File: src/rtl/mod_segment_sequencer_pkg.sv
// Shared modulation settings package.
// Holds the settings struct produced by the settings controller, the
// transition-mode codes, the infinite-repetition marker, the sequencer state
// enum and a helper that tells whether a transition mode code is known.
package mod_segment_sequencer_pkg;

  localparam int MOD_IDX_W = 15;

  localparam logic [7:0] TRANSITION_MODE_SYNC_IDX  = 8'h00;
  localparam logic [7:0] TRANSITION_MODE_SYS_TIME  = 8'h01;
  localparam logic [7:0] TRANSITION_MODE_GPIO      = 8'h02;
  localparam logic [7:0] TRANSITION_MODE_IMMEDIATE = 8'hFF;

  localparam logic [15:0] REP_INFINITE = 16'hFFFF;

  typedef enum logic [1:0] {
    RUN     = 2'd0,
    WAIT    = 2'd1,
    STOPPED = 2'd2
  } seq_state_t;

  // Per-segment fields are indexed by segment number ([0] / [1]).
  typedef struct packed {
    logic                       UPDATE;
    logic                       REQ_RD_SEGMENT;
    logic [7:0]                 TRANSITION_MODE;
    logic [63:0]                TRANSITION_VALUE;
    logic [1:0][MOD_IDX_W-1:0]  CYCLE;
    logic [1:0][15:0]           FREQ_DIV;
    logic [1:0][15:0]           REP;
  } mod_settings_t;

  function automatic logic mode_is_valid(input logic [7:0] mode);
    return (mode == TRANSITION_MODE_SYNC_IDX) ||
           (mode == TRANSITION_MODE_SYS_TIME) ||
           (mode == TRANSITION_MODE_GPIO)     ||
           (mode == TRANSITION_MODE_IMMEDIATE);
  endfunction

endpackage

File: src/rtl/mod_segment_sequencer_transition_trigger.sv
// transition_trigger: decides when a latched segment-transition request fires.
// Ports:
//   clk, rst_n   clock and asynchronous active-low reset
//   armed        a request is latched and waiting
//   mode, value  latched transition mode and its parameter
//   sys_time     synchronised system time
//   gpio_in      asynchronous trigger pins (2-FF synchronised here)
//   wrap_now     the active segment wraps to index 0 at the next edge
//   stopped      the active segment has finished its repetitions
//   fire         combinational; the owner applies the switch at the next edge
module transition_trigger
  import mod_segment_sequencer_pkg::*;
#(
  parameter int GPIO_W = 4
) (
  input  logic              clk,
  input  logic              rst_n,
  input  logic              armed,
  input  logic [7:0]        mode,
  input  logic [63:0]       value,
  input  logic [63:0]       sys_time,
  input  logic [GPIO_W-1:0] gpio_in,
  input  logic              wrap_now,
  input  logic              stopped,
  output logic              fire
);

  logic [GPIO_W-1:0] sync1, sync2, sync_prev;
  logic [GPIO_W-1:0] rise;
  logic              cond;

  // Two synchroniser flops, then a third flop holding the previous
  // synchronised level for edge detection.
  always_ff @(posedge clk or negedge rst_n) begin
    if (!rst_n) begin
      sync1     <= '0;
      sync2     <= '0;
      sync_prev <= '0;
    end else begin
      sync1     <= gpio_in;
      sync2     <= sync1;
      sync_prev <= sync2;
    end
  end

  assign rise = sync2 & ~sync_prev;

  always_comb begin
    cond = 1'b0;
    case (mode)
      TRANSITION_MODE_SYNC_IDX:  cond = wrap_now || stopped;
      TRANSITION_MODE_SYS_TIME:  cond = (sys_time >= value);
      TRANSITION_MODE_GPIO:      cond = rise[value[1:0]];
      TRANSITION_MODE_IMMEDIATE: cond = 1'b1;
      default:                   cond = 1'b0;
    endcase
    fire = armed && cond;
  end

endmodule

File: src/rtl/mod_segment_sequencer.sv
// mod_segment_sequencer: turns the modulation settings into a running
// read index and active-segment select for the modulation BRAM, and owns the
// two-segment swap protocol (play one segment while the host fills the other).
// SETTINGS.UPDATE is a one-cycle valid strobe with no back-pressure: every
// strobe carrying a known transition mode is accepted on the edge it is seen;
// a strobe with an unknown mode is dropped entirely.
// Ports:
//   CLK, RESET_N  clock, asynchronous active-low reset
//   SETTINGS      settings struct, sampled only when SETTINGS.UPDATE=1
//   SYS_TIME      synchronised system time
//   GPIO_IN       asynchronous trigger pins
//   SEGMENT       active segment
//   IDX           current sample index in SEGMENT
//   IDX_STB       one-cycle pulse on every IDX step or segment switch
//   STOP          active segment finished its repetitions, IDX held
//   PENDING       a non-immediate transition request is waiting
//   dbg_state     sequencer state (RUN / WAIT / STOPPED)
module mod_segment_sequencer
  import mod_segment_sequencer_pkg::*;
#(
  parameter int IDX_W  = MOD_IDX_W,
  parameter int GPIO_W = 4
) (
  input  logic              CLK,
  input  logic              RESET_N,
  input  mod_settings_t     SETTINGS,
  input  logic [63:0]       SYS_TIME,
  input  logic [GPIO_W-1:0] GPIO_IN,
  output logic              SEGMENT,
  output logic [IDX_W-1:0]  IDX,
  output logic              IDX_STB,
  output logic              STOP,
  output logic              PENDING,
  output seq_state_t        dbg_state
);

  seq_state_t       state;
  logic [IDX_W-1:0] cycle_cfg [2];
  logic [15:0]      div_cfg   [2];
  logic [15:0]      rep_cfg   [2];
  logic             req_seg;
  logic [7:0]       tr_mode;
  logic [63:0]      tr_value;
  logic             armed;
  logic [15:0]      presc;
  logic [15:0]      rep_cnt;

  logic             running, presc_tc, at_last, rep_done, wrap_now;
  logic             fire, stop_next, upd_valid, armed_next, pending_next;
  logic [7:0]       mode_next;

  assign running  = (state != STOPPED);
  // Comparisons use >= so a config rewritten mid-play can never strand the
  // counters past their terminal values.
  assign presc_tc = (presc >= div_cfg[SEGMENT] - 16'd1);
  assign at_last  = (IDX >= cycle_cfg[SEGMENT]);
  // rep_cnt holds completed cycles; the wrap in progress would complete cycle
  // rep_cnt+1, which is the last allowed one when rep_cnt reaches REP.
  assign rep_done = (rep_cfg[SEGMENT] != REP_INFINITE) && (rep_cnt >= rep_cfg[SEGMENT]);
  assign wrap_now = running && presc_tc && at_last;

  // A fire in the same cycle as a rep-limit stop wins.
  assign stop_next    = !fire && (!running || (wrap_now && rep_done));
  assign upd_valid    = SETTINGS.UPDATE && mode_is_valid(SETTINGS.TRANSITION_MODE);
  // An update coinciding with a fire: the fire uses the old request, the new
  // one is armed for evaluation from the next cycle.
  assign armed_next   = upd_valid ? 1'b1 : (fire ? 1'b0 : armed);
  assign mode_next    = upd_valid ? SETTINGS.TRANSITION_MODE : tr_mode;
  assign pending_next = armed_next && (mode_next != TRANSITION_MODE_IMMEDIATE);

  assign dbg_state = state;

  transition_trigger #(.GPIO_W(GPIO_W)) u_trigger (
    .clk      (CLK),
    .rst_n    (RESET_N),
    .armed    (armed),
    .mode     (tr_mode),
    .value    (tr_value),
    .sys_time (SYS_TIME),
    .gpio_in  (GPIO_IN),
    .wrap_now (wrap_now),
    .stopped  (!running),
    .fire     (fire)
  );

  always_ff @(posedge CLK or negedge RESET_N) begin
    if (!RESET_N) begin
      state    <= RUN;
      SEGMENT  <= 1'b0;
      IDX      <= '0;
      IDX_STB  <= 1'b0;
      STOP     <= 1'b0;
      PENDING  <= 1'b0;
      presc    <= '0;
      rep_cnt  <= '0;
      req_seg  <= 1'b0;
      tr_mode  <= TRANSITION_MODE_SYNC_IDX;
      tr_value <= '0;
      armed    <= 1'b0;
      for (int s = 0; s < 2; s++) begin
        cycle_cfg[s] <= '0;
        div_cfg[s]   <= 16'd1;
        rep_cfg[s]   <= REP_INFINITE;
      end
    end else begin
      IDX_STB <= 1'b0;
      if (fire) begin
        SEGMENT <= req_seg;
        IDX     <= '0;
        presc   <= '0;
        rep_cnt <= '0;
        IDX_STB <= 1'b1;
      end else if (running) begin
        if (presc_tc) begin
          presc <= '0;
          if (!at_last) begin
            IDX     <= IDX + IDX_W'(1);
            IDX_STB <= 1'b1;
          end else if (!rep_done) begin
            IDX     <= '0;
            rep_cnt <= rep_cnt + 16'd1;
            IDX_STB <= 1'b1;
          end
          // else: final wrap suppressed, IDX holds at CYCLE
        end else begin
          presc <= presc + 16'd1;
        end
      end

      STOP    <= stop_next;
      PENDING <= pending_next;
      armed   <= armed_next;
      if (stop_next)         state <= STOPPED;
      else if (pending_next) state <= WAIT;
      else                   state <= RUN;

      if (upd_valid) begin
        req_seg  <= SETTINGS.REQ_RD_SEGMENT;
        tr_mode  <= SETTINGS.TRANSITION_MODE;
        tr_value <= SETTINGS.TRANSITION_VALUE;
        for (int s = 0; s < 2; s++) begin
          cycle_cfg[s] <= SETTINGS.CYCLE[s];
          div_cfg[s]   <= (SETTINGS.FREQ_DIV[s] == 16'd0) ? 16'd1 : SETTINGS.FREQ_DIV[s];
          rep_cfg[s]   <= SETTINGS.REP[s];
        end
      end
    end
  end

endmodule

File: config.mk
export PLATFORM = sky130hd
export DESIGN_NAME = mod_segment_sequencer
export DESIGN_NICKNAME = d
export VERILOG_FILES = /design/src/rtl/mod_segment_sequencer_pkg.sv /design/src/rtl/mod_segment_sequencer_transition_trigger.sv /design/src/rtl/mod_segment_sequencer.sv
export SDC_FILE = /design/constraint.sdc
export NUM_CORES = 1
export LEC_CHECK = 0
export CORE_MARGIN = 2
export CORE_UTILIZATION = 40
export DETAILED_ROUTE_END_ITERATION = 16
export RECOVER_POWER = 50
export SETUP_SLACK_MARGIN = 0.4
export SYNTH_ARGS = -nofsm -noshare
export SYNTH_HDL_FRONTEND = slang
export SYNTH_SLANG_ARGS = --single-unit
File: constraint.sdc
create_clock -name CLK -period 6.3 [get_ports CLK]
set_clock_uncertainty 0.2 [all_clocks]
set_input_delay 1.89 -clock CLK [delete_from_list [all_inputs] [get_ports CLK]]
set_output_delay 1.89 -clock CLK [all_outputs]
set_load 0.01 [all_outputs]
==> run_results.csv, run 1 <==
group,metric,value,unit
layout,final_nets,2076,
sta,hold_ws,0.1404,ns
placement,portBuffers,258,
cts,h-tree-depth,1,
sta,grt_setup_unrepaired,"false",
placement,hpwl,25150,µm
route,vias_per_cell,5.049,
critical_path,crit_required,6.52,ns
floorplanning,num_rows,66,
logic_synthesis,ys_seq_area_share,44.83,%
global_route,track_usage,20.36,%
layout,final_common_cell,"nand2_1",
critical_path,end_kind,"flop",
global_route,grt_overflow,0,
sta,worstMarginPinSlew,3.190,ns
sta,slew_viol_final,126,
critical_path,slowest_delay,0.85,ns
route,antenna_left,0,
pwr,p_int,3.300,mW
cts,root_buffer,"clkbuf_16",
placement,placed_cells,2136,
placement,dpl-instance-area,16050,µm²
cts,postCtsHoldBufs,0,
placement,pre_cts_ws,0.9377,ns
route,dr.first_iter.drc_count,517,
logic_synthesis,synth_seq_cells,232,
sta,max_freq,0.1900,GHz
sta,fin_crit,5.263,ns
floorplanning,ioPinCount,259,
run_status,status,"finished with violations",
layout,utilization,52.45,%
pwr,p_sw_share,30.79,%
pwr,clock_power_share,33.1,%
route,first_pass_iters,5,
pwr,total_power,4.768,mW
route,wl,34240,µm
cts,clk_path_buf_depth,3,
critical_path,cpMaxStageDelayCell,"o21ai_4",
pwr,p_per_area,281.6,nW/µm²
placement,gp_congestion,0.8378,
logic_synthesis,syn-num-nets,1841,
hold_path,hp-class,"flop to flop",
job,maxCapViolCount,1,
critical_path,start_kind,"flop",
floorplanning,die_area,34070,µm²
cts,postCtsSetupRepairBufs,0,
pwr,netSwitchingPower,1.468,mW
pwr,p_leak,7.681,nW
global_route,grt_max_degree,127,
layout,layout_common_cells,"nand2_1, clkdlybuf4s50_1, dfrtp_1",
pwr,seqPwrFrac,40.0,%
logic_synthesis,netlist.area_leader.share,37.99,%
layout,final_layout_size_suffix_gt1_share,5.849,%
critical_path,cp_top_family,"compound AO/OA/AOI/OAI gates",
cts,cts_buffers,27,
route,wl_per_cell,15.66,µm
logic_synthesis,syn-cell-area,13040,µm²
logic_synthesis,ys_types,60,
critical_path,crit_chain,"mux2i_1, ha_1, o21ai_0, or2_2, nor2_1, o21ai_0, nor2_1, o21ai_0, xnor2_1, ha_1, nand4_1, a221oi_1, buf_4, nor2_1, o21a_1, o21ai_4, mux2_2",
floorplanning,start_util,40.40,%
floorplanning,die_h,184.6,µm
layout,fillCellCount,3038,
sta,period_share,83.54,%
cts,cts_sinks,232,
floorplanning,core,32290,µm²
cts,cts_resized,0,
layout,layout.cells.non_filler,2187,
critical_path,critPathMaxFanout,40,
global_route,grt_pass1_vias,11100,
logic_synthesis,syn_inst,1488,
run_status,violations,"capacitance limit, slew limit",
critical_path,critPathArrivalTime,5.49,ns
critical_path,cp_num_buf_inv,1,
global_route,grt_first_pass_wirelength,55950,µm
cts,worstSkewPairLatency,0.55,ns
cts,cts_tree,"yes",
route,num_vias,11040,
logic_synthesis,syn_area_per_cell,8.766,µm²
layout,fin_area,16930,µm²
pwr,peakVddDrop,0.2595,mV
sta,tns,0,ns
logic_synthesis,ys_async_sr_fraction,100.0,%
route,drc,0,
pwr,combPwrFrac,26.9,%
sta,setup_violations,0,
layout,area_growth,29.82,%
floorplanning,die_x,184.6,µm
cts,cts.clk_slew.worst_paths,0.06,ns
sta,maxSlewHeadroom,-112.7,%
critical_path,worst-setup-path-type,"flop to flop",
sta,setup_ws,1.037,ns
logic_synthesis,yosys-top-cells-area,"dfrtp_1, nand2_1, ha_1",
global_route,grt_antenna_before_repair,1,
logic_synthesis,yosys.area.top_type,"dfrtp_1",
sta,hold_viol_final,0,
logic_synthesis,synth-main-ff-cell,"dfrtp_1",
logic_synthesis,synth_warnings,0,
logic_synthesis,synth_edf_count,0,
-- cell families after synthesis --
kind of cell             after synthesis  synth area share (%)
AO/OA/AOI/OAI                        285                 12.73
XOR/XNOR                              18                 1.209
adder cells (fa/ha/maj)              115                 11.03
buffers and inverters                141                 4.297
flip-flops                           232                 44.83
multiplexers                          46                 3.559
AND/OR/NAND/NOR                      651                 22.34
-- sequential cells by signal (all words and copies together) (netlist names), 4 cells and up --
signal / flops
cycle_cfg: 30
u_trigger.sync2: 4
rep_cfg: 32
div_cfg: 32
IDX: 15
tr_value: 64
u_trigger.sync1: 4
tr_mode: 8
u_trigger.sync_prev: 4
presc: 16
rep_cnt: 16
-- area by class of cell --
type	instances	area, µm²	area share, %
Multi-Input combinational cell	1115	6658	39.32
Inverter	80	305.3	1.803
Sequential cell	232	5852	34.56
Tap cell	442	553.0	3.266
Clock buffer	37	743.2	4.389
Clock inverter	13	152.6	0.9014
Antenna cell	1	2.502	0.01478
Timing Repair Buffer	267	2668	15.75
-- synth_stat cells (3+ instances only) --
cell and n:
inv_1 79, a221oi_1 5, dfstp_2 34, xor2_1 7, buf_4 3, o21ai_0 122, a22oi_1 4, dfrtp_1 198
and2_1 9, o21ai_1 3, buf_2 10, a2111oi_0 3, ha_1 115, nor3_1 24, nand3_1 28, buf_1 3
a211oi_1 3, xnor2_1 11, and4_1 4, mux2_2 3, nand4_1 33, clkbuf_1 44, nand2_1 422, mux2i_1 43
a21o_1 13, nor2_1 48, or4_1 15, nor4_1 10, nand4b_1 3, nor3b_1 12, a21oi_1 90, nand2b_1 5
nor2b_1 9, and3_1 6, or2_2 4, o31ai_1 11, o21a_1 4, o211ai_1 6, a41oi_1 3, or3_1 15
-- per-layer routing --
metal  GRT usage (%)  share of wire (%)  up-vias
met5               0                  0        -
met4           6.112                2.8        0
met3           2.549                3.5       49
met2           34.06                 47      187
met1           27.61                 46     5192
li1                -                  -     5614
-- worst paths after layout --
kind	slack, ns	endpoint	depth (start not counted)	start
max reg2reg	1.04	SEGMENT	17	SEGMENT
min	0.14	u_trigger.sync2[0]	0	u_trigger.sync1[0]
max in group asynchronous	1.47	cycle_cfg[16]	2	RESET_N
max	1.04	SEGMENT	17	SEGMENT
min reg2reg	0.14	u_trigger.sync2[0]	0	u_trigger.sync1[0]
min in group asynchronous	2.20	tr_value[8]	1	RESET_N
-- power groups by stage --
| stage | Combinational, mW | Clock, mW | Sequential (mW) |
|---|---|---|---|
| 2_1_floorplan | 0.856 | 0 | 1.88 |
| 3_3_place_gp | 1.26 | 0 | 1.92 |
| 3_5_place_dp | 1.30 | 0 | 1.93 |
| 4_1_cts | 1.30 | 1.62 | 1.90 |
| 5_1_grt | 1.47 | 1.68 | 1.94 |
| 6_report | 1.28 | 1.58 | 1.90 |
Power figures use the tool's default switching activity.
==> inputs of run 2 (changes only) <==
Clock period 6.3 ns to 5.3 ns, I/O delays scaled along.
==> run 2 against run 1 <==
The run still ends with capacitance limit, slew limit left. Via count rose by 0.68%. Wire length is 1.9% higher. First-iteration DRC count down 2.9%. Sequential share of layout area shrank 0.52 points. Cell count grew 0.91%. Highest routed layer unchanged. Largest cell class unchanged. Die area did not move. Utilization up 0.81 points. Count of clock-buffer cells in the layout increased by 3.
==> run_results.csv, run 2 (synthesized netlist as in run 1, its figures left out) <==
group,metric,value,unit
run_status,status,"finished with violations",
run_status,violations,"capacitance limit, slew limit",
layout,layout.cells.non_filler,2207,
cts,cts_buffers,28,
layout,area_growth,31.82,%
cts,cts_sinks,232,
pwr,p_leak,7.834,nW
critical_path,end_kind,"flop",
route,wl,34880,µm
pwr,peakVddDrop,0.2303,mV
route,antenna_left,0,
sta,max_freq,0.2217,GHz
placement,gp_congestion,0.8334,
sta,fin_crit,4.511,ns
sta,period_share,85.12,%
layout,top_regs,"tr_value (64), div_cfg (32), rep_cfg (32)",
pwr,p_per_area,337.3,nW/µm²
sta,maxSlewHeadroom,-89.41,%
critical_path,critPathArrivalTime,4.79,ns
floorplanning,num_rows,66,
layout,multi_input_comb_area,6714,µm²
layout,fillCellCount,2991,
sta,hold_viol_final,0,
layout,largest_register,"tr_value",
global_route,grt_antenna_before_repair,1,
cts,clk_path_buf_depth,3,
route,drc,0,
route,num_vias,11120,
floorplanning,die_x,184.6,µm
cts,cts.clk_slew.worst_paths,0.06,ns
layout,layout_common_cells,"nand2_1, clkdlybuf4s50_1, dfrtp_1",
sta,tns,0,ns
global_route,grt_pass1_vias,11190,
placement,portBuffers,258,
placement,placed_cells,2147,
route,vias_per_cell,5.037,
layout,seq_area,5852,µm²
job,maxCapViolCount,1,
cts,root_buffer,"clkbuf_16",
floorplanning,start_util,40.40,%
layout,final_nets,2095,
floorplanning,core,32290,µm²
floorplanning,die_h,184.6,µm
sta,setup_violations,0,
placement,hpwl,25590,µm
layout,final_layout_size_suffix_gt1_share,7.313,%
critical_path,crit_required,5.57,ns
layout,largest_register_ffs,64,
sta,slew_viol_final,108,
critical_path,critPathMaxFanout,9,
floorplanning,ioPinCount,259,
cts,worstSkewPairLatency,0.55,ns
cts,postCtsHoldBufs,0,
sta,worstMarginPinSlew,2.841,ns
route,dr.first_iter.drc_count,502,
layout,final_common_cell,"nand2_1",
cts,h-tree-depth,1,
global_route,track_usage,20.81,%
critical_path,worst-setup-path-type,"flop to flop",
sta,grt_setup_unrepaired,"true",
floorplanning,die_area,34070,µm²
critical_path,start_kind,"flop",
route,first_pass_iters,5,
hold_path,hp-class,"flop to flop",
global_route,grt_max_degree,109,
global_route,grt_first_pass_wirelength,57200,µm
global_route,grt_overflow,0,
cts,cts_tree,"yes",
route,wl_per_cell,15.80,µm
==> run 2: power by group <==
group	switching [mW]	leakage, nW	internal [mW]
sequential	0.187	2.81	2.08
combinational	0.839	4.55	0.741
clock	0.773	0.476	1.18
==> run 2: metal layers <==
metal | part of all wire [%] | vias up | global-route usage [%]
met5 | 0 | - | 0
met4 | 3.6 | 0 | 7.072
met3 | 4.0 | 66 | 3.161
met2 | 46 | 213 | 34.23
met1 | 46 | 5197 | 28.03
li1 | - | 5641 | -
==> run 2: path summary, 6_finish.rpt <==
check | startpoint | end | slack [ns] | cells past startpoint
setup / recovery | SEGMENT | rep_cnt[9] | 0.79 | 17
hold / removal | u_trigger.sync1[0] | u_trigger.sync2[0] | 0.15 | 0
setup reg to reg | SEGMENT | rep_cnt[9] | 0.79 | 17
hold reg to reg | u_trigger.sync1[0] | u_trigger.sync2[0] | 0.15 | 0
max in group asynchronous | RESET_N | div_cfg[8] | 1.05 | 2
min in group asynchronous | RESET_N | tr_value[6] | 1.72 | 1
==> run 2: area by class of cell <==
type	count	area share [%]
Sequential cell	232	34.03
Clock buffer	40	4.817
Multi-Input combinational cell	1115	39.05
Clock inverter	12	0.7131
Inverter	80	1.776
Antenna cell	1	0.01455
Tap cell	442	3.216
Timing Repair Buffer	285	16.38
==> run 2: timing repair <==
item,4_1_cts,5_1_grt
pin swaps,0,3
cloned,0,0
resized for setup,1,13
setup buffers,0,7
endpoints found under the setup margin,2,51
==> run 2: worst max-delay path, stage by stage, from the launching register on <==
cell	delay, ns
dfrtp_4	0.50
mux2i_4	0.30
ha_1	0.22
o21ai_1	0.11
or2_2	0.33
nor2_1	0.16
o21ai_0	0.17
nor2_1	0.18
o21ai_0	0.13
xnor2_1	0.16
ha_1	0.31
nand4_1	0.18
a221oi_4	0.36
o211ai_1	0.19
a21o_4	0.26
buf_4	0.16
or3_1	0.35
a21oi_1	0.15
==> run 2: per-stage QoR <==
step	hold slack, ns	utilization, %	setup WS, ns	total power, mW	cell area, µm²
2_1_floorplan	0.1312	-	0.4274	3.264	13080
3_3_place_gp	0.1329	49.98	0.4032	3.801	16140
3_5_place_dp	0.1378	49.98	0.3731	3.848	16140
4_1_cts	0.1508	52.96	0.4614	5.846	17100
5_1_grt	0.1620	53.25	0.3559	6.198	17190
6_report	0.1482	53.25	0.7887	5.800	17190
==> inputs of run 3 (changes only) <==
Settings changed: SETUP_SLACK_MARGIN 0.4 to 0.2.
==> run 3 against run 2 <==
The run still ends with capacitance limit, slew limit left. Flip-flop and latch count unchanged. Wire length down 0.99%. Critical path type unchanged. Setup slack worse by 0.17 ns. Critical path depth up 1. Non-clock buffer count down 8. First-iteration DRC count up 1.2%. Cell area down 0.39%. Via count down 0.27%. Count of clock-buffer cells in the layout down 1. Largest power group unchanged.
==> run_results.csv, run 3 (synthesized netlist as in run 1, its figures left out) <==
group,metric,value,unit
layout,final_common_cell,"nand2_1",
critical_path,worst-setup-path-type,"flop to flop",
sta,fin_crit,4.678,ns
pwr,seqPwrFrac,38.9,%
sta,max_freq,0.2138,GHz
sta,tns,0,ns
route,num_vias,11090,
cts,clk_path_buf_depth,3,
placement,gp_congestion,0.8018,
floorplanning,start_util,40.40,%
critical_path,cp_num_buf_inv,2,
global_route,grt_pass1_vias,11240,
floorplanning,die_area,34070,µm²
floorplanning,die_h,184.6,µm
critical_path,slowest_delay,0.54,ns
critical_path,rrSetupSlack,0.62,ns
layout,largest_register,"tr_value",
global_route,grt_first_pass_wirelength,56720,µm
cts,cts.clk_slew.worst_paths,0.06,ns
critical_path,path_common_cell,"nor2_1",
critical_path,critPathLaunch,"SEGMENT",
sta,setup_ws,0.6223,ns
route,dr.first_iter.drc_count,508,
critical_path,r2r_start,"SEGMENT",
pwr,p_int,4.037,mW
critical_path,r2r_cells,18,
critical_path,crit_end,"IDX[7]",
cts,h-tree-depth,1,
critical_path,crit_required,5.53,ns
critical_path,cp.depth,18,
critical_path,start_kind,"flop",
sta,setup_violations,0,
layout,final_nets,2087,
critical_path,critPathArrivalTime,4.90,ns
pwr,combPwrFrac,26.6,%
cts,root_buffer,"clkbuf_16",
sta,worstMarginPinSlew,2.068,ns
run_status,violations,"capacitance limit, slew limit",
sta,grt_setup_unrepaired,"false",
floorplanning,ioPinCount,259,
global_route,grt_overflow,0,
route,wl,34540,µm
cts,cts_tree,"yes",
critical_path,critPathMaxFanout,29,
route,antenna_left,0,
run_status,status,"finished with violations",
layout,top_regs,"tr_value (64), div_cfg (32), rep_cfg (32)",
floorplanning,die_x,184.6,µm
pwr,clock_power_share,34.5,%
route,drc,0,
cts,cts_buffers,28,
global_route,grt_max_degree,84,
hold_path,hp-class,"flop to flop",
layout,layout_common_cells,"nand2_1, clkdlybuf4s50_1, dfrtp_1",
sta,maxSlewHeadroom,-37.88,%
pwr,p_sw_share,30.59,%
placement,hpwl,25630,µm
job,maxCapViolCount,2,
placement,portBuffers,258,
floorplanning,core,32290,µm²
critical_path,end_kind,"flop",
placement,pre_cts_ws,0.3637,ns
route,vias_per_cell,5.042,
pwr,netSwitchingPower,1.779,mW
critical_path,crit_chain,"mux2i_2, ha_1, o21ai_0, or2_2, nor2_1, o21ai_0, nor2_1, o21ai_0, xnor2_1, ha_1, nand4_1, a221oi_2, buf_4, nor2_1, o21a_1, o21ai_4, buf_6, nor2_1",
global_route,track_usage,20.64,%
global_route,grt_antenna_before_repair,1,
pwr,p_per_area,339.5,nW/µm²
pwr,peakVddDrop,0.2256,mV
sta,hold_viol_final,0,
layout,final_layout_size_suffix_gt1_share,6.834,%
floorplanning,num_rows,66,
layout,largest_register_ffs,64,
critical_path,cpMaxStageDelayCell,"dfrtp_4",
cts,cts_sinks,232,
sta,period_share,88.26,%
pwr,p_leak,7.762,nW
layout,area_growth,31.31,%
cts,worstSkewPairLatency,0.55,ns
critical_path,r2r_end,"IDX[7]",
route,wl_per_cell,15.70,µm
critical_path,cp_top_family,"compound AO/OA/AOI/OAI gates",
sta,hold_ws,0.1467,ns
sta,slew_viol_final,164,
route,first_pass_iters,4,
## run 3: changes by cell type in the layout (fill, tap and decap cells not counted), moves of 2 or more
cell	before	now
buf_4	19	13
clkbuf_8	4	2
clkinv_2	8	5
clkinvlp_4	0	4
nor3b_1	10	12
nor3b_2	2	0
## run 3: how the worst min path moves through the flow
stage | end | startpoint | slack (ns) | cells past startpoint
2_1_floorplan | u_trigger.sync2[0] | u_trigger.sync1[0] | 0.13 | 0
3_3_place_gp | u_trigger.sync2[2] | u_trigger.sync1[2] | 0.13 | 0
3_5_place_dp | u_trigger.sync2[3] | u_trigger.sync1[3] | 0.13 | 0
4_1_cts | u_trigger.sync2[3] | u_trigger.sync1[3] | 0.15 | 0
5_1_grt | u_trigger.sync2[1] | u_trigger.sync1[1] | 0.15 | 0
6_report | u_trigger.sync2[0] | u_trigger.sync1[0] | 0.15 | 0
## run 3: stage by stage
step	cells	instance area, µm²	power (mW)	util [%]
3_3_place_gp	2145	16160	3.806	50.05
3_5_place_dp	2145	16160	3.851	50.05
4_1_cts	2197	17140	5.888	53.08
6_report	2199	17130	5.816	53.05
5_1_grt	2199	17130	6.225	53.05
2_1_floorplan	1488	13060	3.257	-
## run 3: metal layers
layer	track usage (%)	share of wire, %	vias to the layer above
li1	-	-	5619
met1	27.73	46	5211
met2	34.95	47	212
met3	2.786	4.4	45
met4	5.664	2.4	0
met5	0	0	-
## run 3: power groups by stage
stage	Combinational [mW]	Sequential [mW]	Clock, mW
after floorplan	1.03	2.23	0
after CTS	1.57	2.26	2.05
after global placement	1.52	2.29	0
after detailed placement	1.56	2.29	0
final	1.55	2.26	2.00
after global routing	1.79	2.30	2.14
## run 3: repair_timing
action                     in CTS  in global routing
setup endpoints to repair       0                 41
resized for setup               0                  3
setup buffers                   0                  1
hold buffers                    0                  0
## run 3: area by class of cell
class | instances | area (µm²)
fillers | 3005 | 15160
multi-input cells | 1115 | 6669
flip-flops and latches | 232 | 5852
repair buffers | 277 | 2766
clock buffers | 39 | 825.8
well taps | 442 | 553.0
inverters | 80 | 305.3
clock inverters | 13 | 153.9
diodes | 1 | 2.502
